**src/rtl/c3_pkg.sv**
```systemverilog
`default_nettype none
// ============================================================================
// Module   : c3_pkg
// Brief    : Shared C3 source-buffer constants, address field map and states
// Revision : 1.0
// ============================================================================
package c3_pkg;

  localparam int C3_NUM_BUF     = 6;
  localparam int C3_BUF_DEPTH   = 256;

  // Bank write address layout: {buffer index, offset}
  localparam int C3_BUF_IDX_MSB = 15;
  localparam int C3_BUF_IDX_LSB = 8;
  localparam int C3_OFS_MSB     = 7;
  localparam int C3_OFS_LSB     = 0;

  typedef enum logic [1:0] {
    IDLE = 2'd0,
    LOAD = 2'd1,
    DONE = 2'd2
  } c3_state_e;

endpackage
`default_nettype wire

```
**src/rtl/c3_src_buf_loader_if.sv**
```systemverilog
`default_nettype none
// ============================================================================
// Module   : c3_src_buf_loader_if
// Brief    : Input word stream and bank write port of the source buffer loader
// Revision : 1.0
// ============================================================================
interface c3_src_buf_loader_if #(
  parameter int DATA_W = 16,
  parameter int ADDR_W = 32
);
  logic              s_valid;
  logic [DATA_W-1:0] s_data;
  logic              s_ready;
  logic [DATA_W-1:0] wr_data;
  logic [ADDR_W-1:0] wr_addr;
  logic              we;

  modport master (
    output s_valid, s_data,
    input  s_ready, wr_data, wr_addr, we
  );

  modport slave (
    input  s_valid, s_data,
    output s_ready, wr_data, wr_addr, we
  );
endinterface
`default_nettype wire

```
**src/rtl/c3_wr_addr_cnt.sv**
```systemverilog
`default_nettype none
// ============================================================================
// Module   : c3_wr_addr_cnt
// Brief    : Nested offset / buffer-index counter for buffer-major writes
// Revision : 1.0
// ============================================================================
module c3_wr_addr_cnt (
  input  wire logic       clk,
  input  wire logic       rst_n,
  input  wire logic       clr,
  input  wire logic       inc,
  input  wire logic [8:0] len,
  input  wire logic [7:0] nbuf,
  output logic      [7:0] idx,
  output logic      [7:0] ofs,
  output logic            last
);

  logic [7:0] r_idx;
  logic [7:0] r_ofs;
  logic       w_ofs_last;

  // 9-bit compare so a 256-word buffer ends at offset 255 without wrapping
  assign w_ofs_last = ({1'b0, r_ofs} == (len - 9'd1));
  assign last       = w_ofs_last && (r_idx == (nbuf - 8'd1));
  assign idx        = r_idx;
  assign ofs        = r_ofs;

  always_ff @(posedge clk or negedge rst_n) begin
    if (!rst_n) begin
      r_idx <= 8'd0;
      r_ofs <= 8'd0;
    end else if (clr) begin
      r_idx <= 8'd0;
      r_ofs <= 8'd0;
    end else if (inc) begin
      if (w_ofs_last) begin
        r_ofs <= 8'd0;
        r_idx <= r_idx + 8'd1;
      end else begin
        r_ofs <= r_ofs + 8'd1;
      end
    end
  end

endmodule
`default_nettype wire

```
**src/rtl/c3_src_buf_loader.sv**
```systemverilog
`default_nettype none
// ============================================================================
// Module   : c3_src_buf_loader
// Brief    : Writes a valid/ready word stream buffer-major into the C3 source
//            buffer bank and flags src_rdy once a complete load has landed
// Revision : 1.0
// ============================================================================
module c3_src_buf_loader
  import c3_pkg::*;
#(
  parameter int NUM_BUF = C3_NUM_BUF,
  parameter int DEPTH   = C3_BUF_DEPTH,
  parameter int DATA_W  = 16,
  parameter int ADDR_W  = 32
) (
  input  wire logic       clk,
  input  wire logic       rst_n,
  input  wire logic       start,
  input  wire logic [7:0] cfg_nbuf,
  input  wire logic [7:0] cfg_len,
  c3_src_buf_loader_if.slave bus,
  output logic            busy,
  output logic            done,
  output logic            cfg_err,
  output logic            src_rdy
);

  localparam logic [7:0] c_num_buf = 8'(NUM_BUF);
  localparam logic [8:0] c_depth   = 9'(DEPTH);

  c3_state_e         r_state;
  logic [7:0]        r_nbuf;
  logic [8:0]        r_len;
  logic              r_we;
  logic              r_done;
  logic              r_cfg_err;
  logic              r_src_rdy;
  logic [DATA_W-1:0] r_wr_data;
  logic [ADDR_W-1:0] r_wr_addr;

  logic [7:0]        w_idx;
  logic [7:0]        w_ofs;
  logic              w_last;
  logic              w_beat;
  logic              w_cfg_ok;
  logic              w_clr;
  logic [15:0]       w_addr16;

  assign w_cfg_ok    = (cfg_nbuf != 8'd0) && (cfg_nbuf <= c_num_buf);
  assign w_clr       = (r_state == IDLE) && start && w_cfg_ok;
  assign w_beat      = bus.s_valid && (r_state == LOAD);

  assign bus.s_ready = (r_state == LOAD);
  assign bus.we      = r_we;
  assign bus.wr_data = r_wr_data;
  assign bus.wr_addr = r_wr_addr;
  assign busy        = (r_state != IDLE);
  assign done        = r_done;
  assign cfg_err     = r_cfg_err;
  assign src_rdy     = r_src_rdy;

  always_comb begin
    w_addr16 = 16'd0;
    w_addr16[C3_BUF_IDX_MSB:C3_BUF_IDX_LSB] = w_idx;
    w_addr16[C3_OFS_MSB:C3_OFS_LSB]         = w_ofs;
  end

  c3_wr_addr_cnt u_cnt (
    .clk   (clk),
    .rst_n (rst_n),
    .clr   (w_clr),
    .inc   (w_beat),
    .len   (r_len),
    .nbuf  (r_nbuf),
    .idx   (w_idx),
    .ofs   (w_ofs),
    .last  (w_last)
  );

  always_ff @(posedge clk or negedge rst_n) begin
    if (!rst_n) begin
      r_state   <= IDLE;
      r_nbuf    <= 8'd0;
      r_len     <= 9'd0;
      r_we      <= 1'b0;
      r_done    <= 1'b0;
      r_cfg_err <= 1'b0;
      r_src_rdy <= 1'b0;
      r_wr_data <= '0;
      r_wr_addr <= '0;
    end else begin
      r_we      <= 1'b0;
      r_done    <= 1'b0;
      r_cfg_err <= 1'b0;
      case (r_state)
        IDLE: begin
          if (start) begin
            if (w_cfg_ok) begin
              r_nbuf    <= cfg_nbuf;
              r_len     <= (cfg_len == 8'd0) ? c_depth : {1'b0, cfg_len};
              r_src_rdy <= 1'b0;
              r_state   <= LOAD;
            end else begin
              r_cfg_err <= 1'b1;
            end
          end
        end
        LOAD: begin
          // wr_data/wr_addr only move on a beat so they hold across stalls
          if (w_beat) begin
            r_we      <= 1'b1;
            r_wr_data <= bus.s_data;
            r_wr_addr <= {{(ADDR_W-16){1'b0}}, w_addr16};
            if (w_last) begin
              r_state <= DONE;
            end
          end
        end
        DONE: begin
          r_done    <= 1'b1;
          r_src_rdy <= 1'b1;
          r_state   <= IDLE;
        end
        default: r_state <= IDLE;
      endcase
    end
  end

endmodule
`default_nettype wire

```
**src/flat_wrapper.sv**
```systemverilog
// flat-port wrapper written by rule: the top's interface ports become plain ports
module c3_src_buf_loader_flat import c3_pkg::*;
#(
  parameter int NUM_BUF = C3_NUM_BUF,
  parameter int DEPTH   = C3_BUF_DEPTH,
  parameter int DATA_W  = 16,
  parameter int ADDR_W  = 32
)
  (clk, rst_n, start, cfg_nbuf, cfg_len, busy, done, cfg_err, src_rdy, bus_s_valid, bus_s_data, bus_s_ready, bus_wr_data, bus_wr_addr, bus_we);
  c3_src_buf_loader_if #(.DATA_W(DATA_W), .ADDR_W(ADDR_W)) bus_i ();
  input  wire logic clk;
  input  wire logic rst_n;
  input  wire logic start;
  input  wire logic [7:0] cfg_nbuf;
  input  wire logic [7:0] cfg_len;
  output logic busy;
  output logic done;
  output logic cfg_err;
  output logic src_rdy;
  input wire logic [$bits(bus_i.s_valid)-1:0] bus_s_valid;
  input wire logic [$bits(bus_i.s_data)-1:0] bus_s_data;
  output wire logic [$bits(bus_i.s_ready)-1:0] bus_s_ready;
  output wire logic [$bits(bus_i.wr_data)-1:0] bus_wr_data;
  output wire logic [$bits(bus_i.wr_addr)-1:0] bus_wr_addr;
  output wire logic [$bits(bus_i.we)-1:0] bus_we;
  assign bus_i.s_valid = bus_s_valid;
  assign bus_i.s_data = bus_s_data;
  assign bus_s_ready = bus_i.s_ready;
  assign bus_wr_data = bus_i.wr_data;
  assign bus_wr_addr = bus_i.wr_addr;
  assign bus_we = bus_i.we;
  c3_src_buf_loader #(.NUM_BUF(NUM_BUF), .DEPTH(DEPTH), .DATA_W(DATA_W), .ADDR_W(ADDR_W)) u_core (.clk(clk), .rst_n(rst_n), .start(start), .cfg_nbuf(cfg_nbuf), .cfg_len(cfg_len), .bus(bus_i), .busy(busy), .done(done), .cfg_err(cfg_err), .src_rdy(src_rdy));
endmodule
```
**config.mk**
```make
export PLATFORM = sky130hd
export DESIGN_NAME = c3_src_buf_loader_flat
export DESIGN_NICKNAME = d
export VERILOG_FILES = /design/src/rtl/c3_pkg.sv /design/src/rtl/c3_src_buf_loader_if.sv /design/src/rtl/c3_wr_addr_cnt.sv /design/src/rtl/c3_src_buf_loader.sv /design/src/flat_wrapper.sv
export SDC_FILE = /design/constraint.sdc
export NUM_CORES = 1
export LEC_CHECK = 0
export CORE_MARGIN = 8
export CORE_UTILIZATION = 45
export CTS_CLUSTER_DIAMETER = 50
export DETAILED_ROUTE_END_ITERATION = 8
export PLACE_DENSITY = 0.74
export SKIP_LAST_GASP = 1
export SYNTH_ARGS = -nofsm -noshare
export SYNTH_HDL_FRONTEND = slang
export SYNTH_SLANG_ARGS = --single-unit
```
**constraint.sdc**
```tcl
create_clock -name clk -period 7.57 [get_ports clk]
set_input_delay 0.757 -clock clk [delete_from_list [all_inputs] [get_ports clk]]
set_output_delay 0.757 -clock clk [all_outputs]
set_load 0.05 [all_outputs]
```
# Word level (Yosys, flattened, before mapping)
# Index checks and enable logic that the tools add are counted.
# W data, S select, Z words.
dict set report totals {
  elab_cells 62
  register_bits 71
  output_inout_bits 54
}
dict set report classes {
  n_lt_le_gt_ge 1
  add_sub_neg 4
  mux 21
  reduce_logical 17
  eq_ne 8
}
# cell count
set ops {}
lappend ops {{$mux W8} 6}
lappend ops {{$add A8 B1 Y8 const B} 2}
lappend ops {{$eq A8 B9 Y1} 1}
lappend ops {{$mux W9} 1}
lappend ops {{$sub A9 B1 Y9 const B} 1}
lappend ops {{$eq A8 B8 Y1} 1}
lappend ops {{$le A8 B3 Y1 const B} 1}
lappend ops {{$logic_not A8 Y1} 1}
lappend ops {{$mux W1} 8}
lappend ops {{$mux W2} 4}
lappend ops {{$reduce_bool A2 Y1} 4}
lappend ops {{$reduce_bool A8 Y1} 1}
lappend ops {{$sub A8 B1 Y8 const B} 1}
lappend ops {{$ne A2 B1 Y1 const B} 3}
lappend ops {{$reduce_and A3 Y1} 2}
lappend ops {{$logic_and A1 B1 Y1} 5}
lappend ops {{$pmux W2 S2} 1}
lappend ops {{$reduce_and A2 Y1} 2}
lappend ops {{$reduce_and A4 Y1} 1}
lappend ops {{$eq A2 B1 Y1 const B} 1}
lappend ops {{$eq A2 B2 Y1 const B} 1}
lappend ops {{$logic_not A2 Y1} 1}
lappend ops {{$ne A2 B2 Y1 const B} 1}
lappend ops {{$pmux W1 S2} 1}

# Logic depth before layout (Yosys ltp)
# Gate-level depths: netlist of the first run.
dict set report depth {
  word_depth 6
  ltp_mapped 9
}

# Cells and area by module
# A second synthesis of the first run with hierarchy kept.
dict set report unflattened {
  hier_cells 326
  area_unflattened_um2 3712.3
}
# module area_per_inst_um2 instances cells_per_inst
set by_module_without_submodules {}
lappend by_module_without_submodules {c3_src_buf_loader 2217.1 1 149}
lappend by_module_without_submodules {c3_wr_addr_cnt 1495.2 1 177}

# Least setup slack after synthesis of the first run
# No wires, ideal clock.
dict set report synth_path {
  kind {input-to-reg}
  from {input cfg_nbuf[3]}
  to {register u_core.r_nbuf[5]}
  stages 6
  arrival_ns 2.584
  path_buffers 2
  t_required_ns 7.451
  path_slack_ns 4.867
  path_cell_list {or4_1 or4_4 or3_1 buf_2 buf_2 and2_1}
}
dict set report synth_between {
  elab_chain_cells 3
}
# item line
set synth_lines {}
lappend synth_lines {{start, declared} flat_wrapper.sv:14} ;# input wire logic [7:0] cfg_nbuf;
lappend synth_lines {{$le A8 B3 Y1 / $reduce_bool A8 Y1 (equally long branches)} c3_src_buf_loader.sv:49} ;# assign w_cfg_ok = (cfg_nbuf != 8'd0) && (cfg_nbuf <= c_num_buf);
lappend synth_lines {{$logic_and A1 B1 Y1 (*)} c3_src_buf_loader.sv:49}
lappend synth_lines {{$reduce_and A3 Y1 (no line) (*)} n/a}
lappend synth_lines {{end signal, assigned} c3_src_buf_loader.sv:99} ;# r_nbuf <= cfg_nbuf;
lappend synth_lines {{end, declared} c3_src_buf_loader.sv:32} ;# logic [7:0] r_nbuf;
# Every way passes the cells marked *; elsewhere a longest branch is shown, timed or not.
# A chain may end at the register's enable or synchronous reset.

# Worst setup path in the final report of the first run
dict set report layout_path {
  from {input cfg_nbuf[3]}
  to {register u_core.u_cnt.r_ofs[5], in the netlist u_core.u_cnt.ofs[5]}
}
dict set report layout_between {
  elab_chain_cells 4
}
# item line
set layout_lines {}
lappend layout_lines {{$le A8 B3 Y1 / $reduce_bool A8 Y1 (equally long branches)} c3_src_buf_loader.sv:49}
lappend layout_lines {{$logic_and A1 B1 Y1 (*)} c3_src_buf_loader.sv:49}
lappend layout_lines {{$logic_and A1 B1 Y1 (*)} c3_src_buf_loader.sv:50} ;# assign w_clr = (r_state == IDLE) && start && w_cfg_ok;
lappend layout_lines {{$mux W8 / $reduce_bool A2 Y1 (equally long branches)} n/a}
lappend layout_lines {{end signal, assigned} c3_wr_addr_cnt.sv:41} ;# r_ofs <= r_ofs + 8'd1;
lappend layout_lines {{end, declared} c3_wr_addr_cnt.sv:20} ;# logic [7:0] r_ofs;
# Marks and branches as above.

==> results of run 1 <==
==> flip-flops by register name (all words and copies together) (netlist names) <==
register	count
u_core.bus.wr_addr	16
u_core.bus.wr_data	16
u_core.r_len	9
u_core.r_nbuf	8
u_core.u_cnt.idx	8
u_core.u_cnt.ofs	8
u_core.r_state	2
u_core.bus.we	1
u_core.cfg_err	1
u_core.done	1
u_core.src_rdy	1
==> per-stage QoR <==
step / total power, mW / instance area (um2) / hold slack [ns] / setup slack, ns
final: 1.40 / 4520 / 0.470 / 4.64
after floorplan: 0.937 / 3640 / 0.430 / 4.87
after detailed placement: 1.12 / 4330 / 0.462 / 4.25
after global placement: 1.11 / 4330 / 0.447 / 4.28
after CTS: 1.42 / 4520 / 0.475 / 4.62
after global routing: 1.49 / 4520 / 0.508 / 4.50
==> per-layer routing <==
layer	vias to the layer above	global-route usage, %
met5	-	0
met1	1388	20.0
met3	5	9.14
li1	1418	-
met2	89	24.5
met4	0	2.14
==> where the power goes <==
part / total (mW) / switching [mW] / leakage, nW / internal, mW
sequential: 0.538 / 0.0805 / 0.924 / 0.457
clock: 0.295 / 0.144 / 0.0888 / 0.151
combinational: 0.572 / 0.371 / 1.09 / 0.201
total: 1.40 / 0.596 / 2.10 / 0.809
==> layout make-up <==
cell class	count	area (um2)	share of cell area, %
Sequential cell	71	1780	39.3
Multi-Input combinational cell	295	1640	36.3
Timing Repair Buffer	76	748	16.6
Clock buffer	10	128	2.82
Tap cell	102	128	2.82
Clock inverter	5	58.8	1.30
Inverter	10	37.5	0.831
==> cell usage in the layout, fill, tap and decap left out, types with 2 or more instances in the layout <==
master and n:
or3_1 3, nor2_1 12, clkinvlp_4 2, nand4_1 6
nor3_1 8, nand2_1 123, or4_1 5, nor2b_1 4
o21ai_1 2, nor4_1 4, ha_1 4, and3_1 3
o31ai_1 5, and2_1 7, xnor2_1 15, clkbuf_8 9
nand3b_1 5, inv_1 9, clkdlybuf4s50_1 72, a21oi_1 8
xor2_1 9, dfrtp_1 71, buf_4 3, nand3_1 11
conb_1 16, nand2b_1 5, o21ai_0 13, a31oi_1 3
==> how the worst max path moves through the flow <==
stage,start,to,slack [ns],cells past startpoint
6_report,cfg_nbuf[3],u_core.u_cnt.ofs[5],4.64,6
3_5_place_dp,cfg_nbuf[3],u_core.u_cnt.ofs[5],4.25,6
2_1_floorplan,cfg_nbuf[3],u_core.r_nbuf[5],4.87,6
3_3_place_gp,cfg_nbuf[3],u_core.u_cnt.idx[0],4.28,6
5_1_grt,cfg_nbuf[3],u_core.u_cnt.idx[0],4.50,6
4_1_cts,cfg_nbuf[3],u_core.u_cnt.ofs[5],4.62,6
==> cells by family (layout without fill, tap and decap cells) <==
group	count (synthesis)	count (layout)	share of synthesized area, %
AO/OA/AOI/OAI	44	44	9.35
other	1	16	0.105
flip-flops	71	71	49.5
AND/OR/NAND/NOR	205	205	26.8
XOR/XNOR	24	24	5.86
buffers and inverters	41	101	6.31
adder cells (fa/ha/maj)	4	4	1.39
multiplexers	2	2	0.662
==> impl_metrics.json, run 1 <==
{
  "status": "completed",
  "synth_most_common_cell": "nand2_1",
  "nets": 503,
  "grt_pass1_wl_um": 15000,
  "antenna_found_initial": 0,
  "synth_edf_count": 0,
  "htreeDepth": 3,
  "r2r_end": "u_core.u_cnt.idx[6]",
  "hold_depth": 1,
  "fp.coreArea_mm2": 0.00773,
  "r2r_start": "u_core.r_state[1]",
  "drcViolationCount": 0,
  "peakVddDrop_mv": 0.215,
  "io_pins": 90,
  "cts_tree": "done",
  "worstMarginPinSlew_ns": 0.865,
  "wl_met3_um": 948,
  "ys_types": 54,
  "seq_area_frac_synth_pct": 49.5,
  "final_core_util_pct": 58.5,
  "drive_gt1_share_pct": 6.85,
  "clk_latency_ns": 0.34,
  "rsz0062_at_grt": "false",
  "clk_pin_slew_ns": 0.08,
  "synth_flop_cell": "dfrtp_1",
  "hold_viol_final": 0,
  "cts_buffers": 9,
  "synth_cells": 392,
  "period_minus_slack_ns": 2.93,
  "path_cells": "clkdlybuf4s50_1 -> or4_1 -> or4_4 -> or3_1 -> o21ai_2 -> nor2_1",
  "dp_cells": 554,
  "fmax_ghz": 0.341,
  "drv_cap": 0,
  "fillers": 683,
  "gp_congestion": 0.782,
  "fin_skew_ns": 0.0135,
  "worstPathRequired_ns": 7.80,
  "wl_per_cell_um": 14.8,
  "cts_root_buffer": "clkbuf_8",
  "critPathBufInv": 1,
  "diodes": 0,
  "start_util_pct": 46.4,
  "final_max_slew_viol_count": 0,
  "endpoint_kind": "flop",
  "synth_common_cells": "nand2_1, dfrtp_1, buf_4",
  "yosys-top-cells-area": "dfrtp_1, nand2_1, xnor2_1, buf_4, xor2_1",
  "ys_warn_count": 0,
  "setup_violations": 0,
  "die_h_um": 105,
  "grt_use_total_pct": 16.1,
  "power_density_mw_per_mm2": 311,
  "hold_path_end": "u_core.done",
  "finalCritPeriodShare_pct": 38.7,
  "ys_ff_latch": 71,
  "grt_pass1_vias": 3092,
  "r2r_cells": 7,
  "hold_buffers": 0,
  "hold_start": "u_core.r_state[0]",
  "clockBufferDepth": 2,
  "critPathLaunchType": "input pin",
  "wl_met2_um": 3680,
  "postCtsSetupRepairBufs": 0,
  "syn2layout_area_growth_pct": 25.9,
  "viasPerCell": 5.10,
  "wl_um": 8450,
  "grt_overflow_total": 0,
  "die-area_mm2": 0.0111,
  "cts_sinks": 71,
  "slowest_stage": "or3_1",
  "critPathMaxFanout": 15,
  "syn_area_mm2": 0.00359,
  "drt-initial-drc-count": 128,
  "synth_top_area_cell": "dfrtp_1",
  "crit_family": "simple AND/OR/NAND/NOR gates",
  "grt_max_degree": 72,
  "post-dp-hpwl_um": 6010,
  "vias": 2900,
  "cp_slowest_stage_delay_ns": 0.61,
  "die_w_um": 105,
  "synthArstFlopShare_pct": 100,
  "p_leak_nw": 2.10,
  "min_path_type": "reg -> reg",
  "r2r_setup_slack_ns": 4.89,
  "fin_setup_tns_ns": 0,
  "rows": 32,
  "worst-setup-path-type": "in -> reg",
  "post_cts_resized": 0,
  "port_buffers": 73,
  "synth.avg_cell_area_um2": 9.15,
  "crit_arrival_ns": 3.16,
  "top_layer": "met4",
  "met1Wirelength_um": 3790,
  "relSlewSlack_pct": 42.3,
  "drtAntennaViolNets": 0,
  "synth_top_area_share_pct": 49.5,
  "finalNonFillerCells": 569,
  "dr.pass1.iters": 4
}
Note: power is estimated with default switching activity, not from simulation.
==> run 2, diff against run 1 <==
Clock period 7.57 ns to 3.07 ns, I/O delays scaled along.
==> run 2 against run 1 <==
Critical path depth increased by 1. Cell count up 0.35%. Global-route usage down 0.084 points. Highest routed layer unchanged.
==> impl_metrics.json, run 2 (synthesis gave the netlist of run 1 again) <==
{
  "final_common_cell": "nand2_1",
  "drv_cap": 0,
  "peakVddDrop_mv": 0.639,
  "nets": 504,
  "rsz0062_at_grt": "false",
  "post-dp-hpwl_um": 6170,
  "cts_buffers": 9,
  "combPwrFrac_pct": 40.3,
  "die_h_um": 105,
  "pwr-share-seq_pct": 37.7,
  "p_leak_nw": 2.13,
  "grt_overflow_total": 0,
  "critPathMaxFanout": 9,
  "io_pins": 90,
  "diodes": 0,
  "p_int_mw": 2.05,
  "worst-setup-path-type": "reg -> reg",
  "drtAntennaViolNets": 0,
  "drcViolationCount": 0,
  "power_density_mw_per_mm2": 774,
  "cp_slowest_stage_delay_ns": 0.55,
  "worstMarginPinSlew_ns": 0.891,
  "viasPerCell": 5.11,
  "path_cells": "inv_1 -> ha_1 -> or3_4 -> a311oi_4 -> o211ai_4 -> or4_1 -> a21oi_1",
  "clockPowerShare_pct": 22.0,
  "grt_max_degree": 72,
  "wl_um": 8540,
  "crit_family": "simple AND/OR/NAND/NOR gates",
  "slowest_stage": "or4_1",
  "die_w_um": 105,
  "fp.coreArea_mm2": 0.00773,
  "cts_tree": "done",
  "syn2layout_area_growth_pct": 26.7,
  "drt-initial-drc-count": 143,
  "dr.pass1.iters": 4,
  "period_minus_slack_ns": 2.64,
  "mostFrequentLayoutCells": "nand2_1, clkdlybuf4s50_1, dfrtp_1",
  "fin_skew_ns": 0.00967,
  "endpoint_kind": "flop",
  "final_max_slew_viol_count": 0,
  "port_buffers": 73,
  "totalPowerFinal_mw": 3.52,
  "antenna_found_initial": 0,
  "wl_per_cell_um": 14.9,
  "critPathLaunchType": "flop",
  "clk_pin_slew_ns": 0.08,
  "grt_use_total_pct": 16.1,
  "hold_viol_final": 0,
  "crit_arrival_ns": 2.91,
  "crit_start": "u_core.r_len[0]",
  "relSlewSlack_pct": 40.6,
  "setup_violations": 0,
  "rows": 32,
  "grt_pass1_wl_um": 14600,
  "fmax_ghz": 0.379,
  "hold_buffers": 0,
  "gp_congestion": 0.799,
  "drive_gt1_share_pct": 7.25,
  "start_util_pct": 46.4,
  "r2r_start": "u_core.r_len[0]",
  "vias": 2917,
  "switching_power_mw": 1.47,
  "critPathBufInv": 1,
  "status": "completed",
  "clockBufferDepth": 2,
  "htreeDepth": 3,
  "worstPathRequired_ns": 3.34,
  "r2r_cells": 7,
  "fin_setup_tns_ns": 0,
  "die-area_mm2": 0.0111,
  "switching_share_pct": 41.7,
  "post_cts_resized": 0,
  "cp.depth": 7,
  "clk_latency_ns": 0.35,
  "postCtsSetupRepairBufs": 0,
  "grt_pass1_vias": 2995,
  "cts_root_buffer": "clkbuf_8",
  "finalCritPeriodShare_pct": 86.0,
  "min_path_type": "in -> async",
  "cts_sinks": 71
}
[run 2: worst paths after layout]
path,to,slack (ns)
max in group asynchronous,u_core.r_len[0],2.33
max,u_core.u_cnt.idx[5],0.43
min,u_core.bus.wr_addr[4],0.16
max reg2reg,u_core.u_cnt.idx[5],0.43
min in group clk,u_core.done,0.47
min reg2reg,u_core.done,0.47
[run 2: power groups by stage]
stage,registers [mW],clock network (mW),logic (mW)
3_5_place_dp,1.34,0,1.43
6_report,1.33,0.773,1.42
4_1_cts,1.32,0.799,1.43
3_3_place_gp,1.33,0,1.41
2_1_floorplan,1.72,0,0.593
5_1_grt,1.35,0.830,1.54
[run 2: stage by stage]
| step | cells | utilization (%) | instance area (um2) | setup WS, ns | hold slack [ns] |
|---|---|---|---|---|---|
| floorplan | 407 | - | 3640 | 0.562 | 0.0114 |
| global placement | 555 | 56.2 | 4340 | 0.304 | 0.446 |
| detailed placement | 555 | 56.2 | 4340 | 0.233 | 0.463 |
| CTS | 571 | 58.8 | 4550 | 0.458 | 0.191 |
| global route | 571 | 58.8 | 4550 | 0.311 | 0.243 |
| finish | 571 | 58.8 | 4550 | 0.429 | 0.158 |
[run 2: layout make-up]
cell class                      count  area, um2
Fill cell                         723       3180
Clock inverter                      4       52.6
Timing Repair Buffer               77        756
Sequential cell                    71       1780
Multi-Input combinational cell    295       1640
Tap cell                          102        128
Inverter                           10       37.5
Clock buffer                       12        155
[run 2: per-layer routing]
metal / vias to the layer above / GRT usage (%) / part of all wire, % / wire length, um
li1: 1423 / - / - / -
met1: 1381 / 19.4 / 46 / 3900
met2: 96 / 24.1 / 42 / 3620
met3: 17 / 6.94 / 9.8 / 835
met4: 0 / 7.44 / 2.1 / 176
met5: - / 0 / 0 / 0
==> run 3, diff against run 2 <==
Settings changed: CORE_MARGIN 8 to unset.
Clock period 3.07 ns to 3.1 ns, I/O delays scaled along.
==> run 3 against run 2 <==
Clock power shrank 5.3%. Largest power group unchanged. Largest cell class unchanged. Highest routed layer unchanged. Non-clock buffer count increased by 2. Worst setup slack better by 0.0099 ns. Cell count grew 0.35%. Fmax decreased by 0.75%.
==> impl_metrics.json, run 3 (synthesis gave the netlist of run 1 again) <==
{
  "status": "completed",
  "period_minus_slack_ns": 2.66,
  "pwr-share-seq_pct": 38.1,
  "final_core_util_pct": 58.9,
  "cts_tree": "done",
  "drt-initial-drc-count": 127,
  "drcViolationCount": 0,
  "grt_overflow_total": 0,
  "grt_use_total_pct": 20.1,
  "worstPathRequired_ns": 3.36,
  "clockBufferDepth": 2,
  "fin_skew_ns": 0.00865,
  "totalPowerFinal_mw": 3.45,
  "critPathBufInv": 1,
  "final_cell_area_mm2": 0.00455,
  "slowest_stage": "or4_1",
  "gp_congestion": 0.854,
  "post-dp-hpwl_um": 5600,
  "clk_latency_ns": 0.34,
  "peakVddDrop_mv": 0.414,
  "critPathLaunchType": "flop",
  "grt_pass1_vias": 2886,
  "viasPerCell": 5.12,
  "endpoint_kind": "flop",
  "dpl_cell_area_mm2": 0.00435,
  "port_buffers": 73,
  "fp.coreArea_mm2": 0.00773,
  "diodes": 0,
  "die_w_um": 91.3,
  "die-area_mm2": 0.00834,
  "worst-setup-path-type": "reg -> reg",
  "power_density_mw_per_mm2": 758,
  "worstMarginPinSlew_ns": 0.539,
  "wl_per_cell_um": 13.7,
  "fmax_ghz": 0.376,
  "cts_root_buffer": "clkbuf_8",
  "combPwrFrac_pct": 40.6,
  "drtAntennaViolNets": 0,
  "rows": 32,
  "p_leak_nw": 2.12,
  "grt_pass1_wl_um": 13300,
  "io_pins": 90,
  "syn2layout_area_growth_pct": 26.7,
  "clockPowerShare_pct": 21.2,
  "drv_cap": 0,
  "clk_pin_slew_ns": 0.07,
  "post_cts_resized": 0,
  "grt_max_degree": 42,
  "antenna_found_initial": 0,
  "relSlewSlack_pct": 63.9,
  "setup_violations": 0,
  "mostFrequentLayoutCells": "nand2_1, clkdlybuf4s50_1, dfrtp_1",
  "postCtsSetupRepairBufs": 0,
  "p_int_mw": 2.01,
  "htreeDepth": 3,
  "cts_buffers": 9,
  "final_max_slew_viol_count": 0,
  "crit_family": "simple AND/OR/NAND/NOR gates",
  "die_h_um": 91.3,
  "cp_slowest_stage_delay_ns": 0.54,
  "dr.pass1.iters": 4,
  "switching_share_pct": 41.8,
  "fin_setup_tns_ns": 0,
  "finalCritPeriodShare_pct": 85.8,
  "drive_gt1_share_pct": 7.01,
  "path_cells": "inv_1 -> ha_1 -> or3_4 -> a311oi_4 -> o211ai_4 -> or4_1 -> a21oi_1",
  "nets": 506,
  "start_util_pct": 46.4,
  "crit_arrival_ns": 2.92,
  "vias": 2935,
  "whs_ns": 0.360,
  "switching_power_mw": 1.44,
  "cts_sinks": 71,
  "hold_viol_final": 0,
  "min_path_type": "in -> async",
  "wl_um": 7860,
  "rsz0062_at_grt": "false",
  "final_common_cell": "nand2_1",
  "critPathMaxFanout": 9
}
## run 3: cell count changes in the layout (fill, tap and decap cells not counted), sizes merged
cell	delta
buf	+1
clkbuf	+1
clkinv	-1
clkinvlp	+1
dlygate4sd3	+1
inv	-1
## run 3: per-stage QoR
step	setup WS, ns	std cells
2_1_floorplan	0.592	407
3_3_place_gp	0.333	556
3_5_place_dp	0.284	556
4_1_cts	0.450	573
5_1_grt	0.278	573
6_report	0.439	573
## run 3: area by class of cell
type	count	area (um2)
clock buffers	13	149
flip-flops and latches	71	1780
repair buffers	79	773
well taps	102	128
inverters	10	37.5
clock inverters	3	42.5
multi-input cells	295	1640
fillers	662	3180
## run 3: power by group through the flow
stage / Combinational, mW / Sequential, mW / Clock, mW
after floorplan: 0.588 / 1.70 / 0
after global placement: 1.38 / 1.32 / 0
after detailed placement: 1.41 / 1.32 / 0
after CTS: 1.41 / 1.31 / 0.748
after global routing: 1.51 / 1.34 / 0.792
final: 1.40 / 1.32 / 0.732
## run 3: per-layer routing
| metal | up-vias | GRT usage [%] | wire (um) |
|---|---|---|---|
| li1 | 1419 | - | - |
| met1 | 1408 | 27.6 | 3640 |
| met2 | 99 | 30.4 | 3490 |
| met3 | 9 | 6.62 | 653 |
| met4 | 0 | 6.22 | 76 |
| met5 | - | 0 | 0 |
## run 3: worst reg2reg max path, cell delays in order, from the launching register on
cell,delay (ns)
dfrtp_1,0.47
inv_1,0.09
ha_1,0.30
or3_4,0.43
a311oi_4,0.40
o211ai_4,0.20
or4_1,0.54
a21oi_1,0.16
## run 3: path summary, 6_finish.rpt
kind	cells past startpoint	slack [ns]	start	endpoint
min reg2reg	1	0.47	u_core.r_state[0]	u_core.done
max	7	0.44	u_core.r_len[0]	u_core.u_cnt.idx[7]
max reg2reg	7	0.44	u_core.r_len[0]	u_core.u_cnt.idx[7]
min	2	0.36	rst_n	u_core.bus.wr_data[14]
min in group clk	1	0.47	u_core.r_state[0]	u_core.done
max in group asynchronous	3	1.98	rst_n	u_core.r_len[4]
## run 3: timing repair
item	4_1_cts	5_1_grt
endpoints found under the setup margin	0	0
endpoints found under the hold margin	7	0
hold buffers	1	0
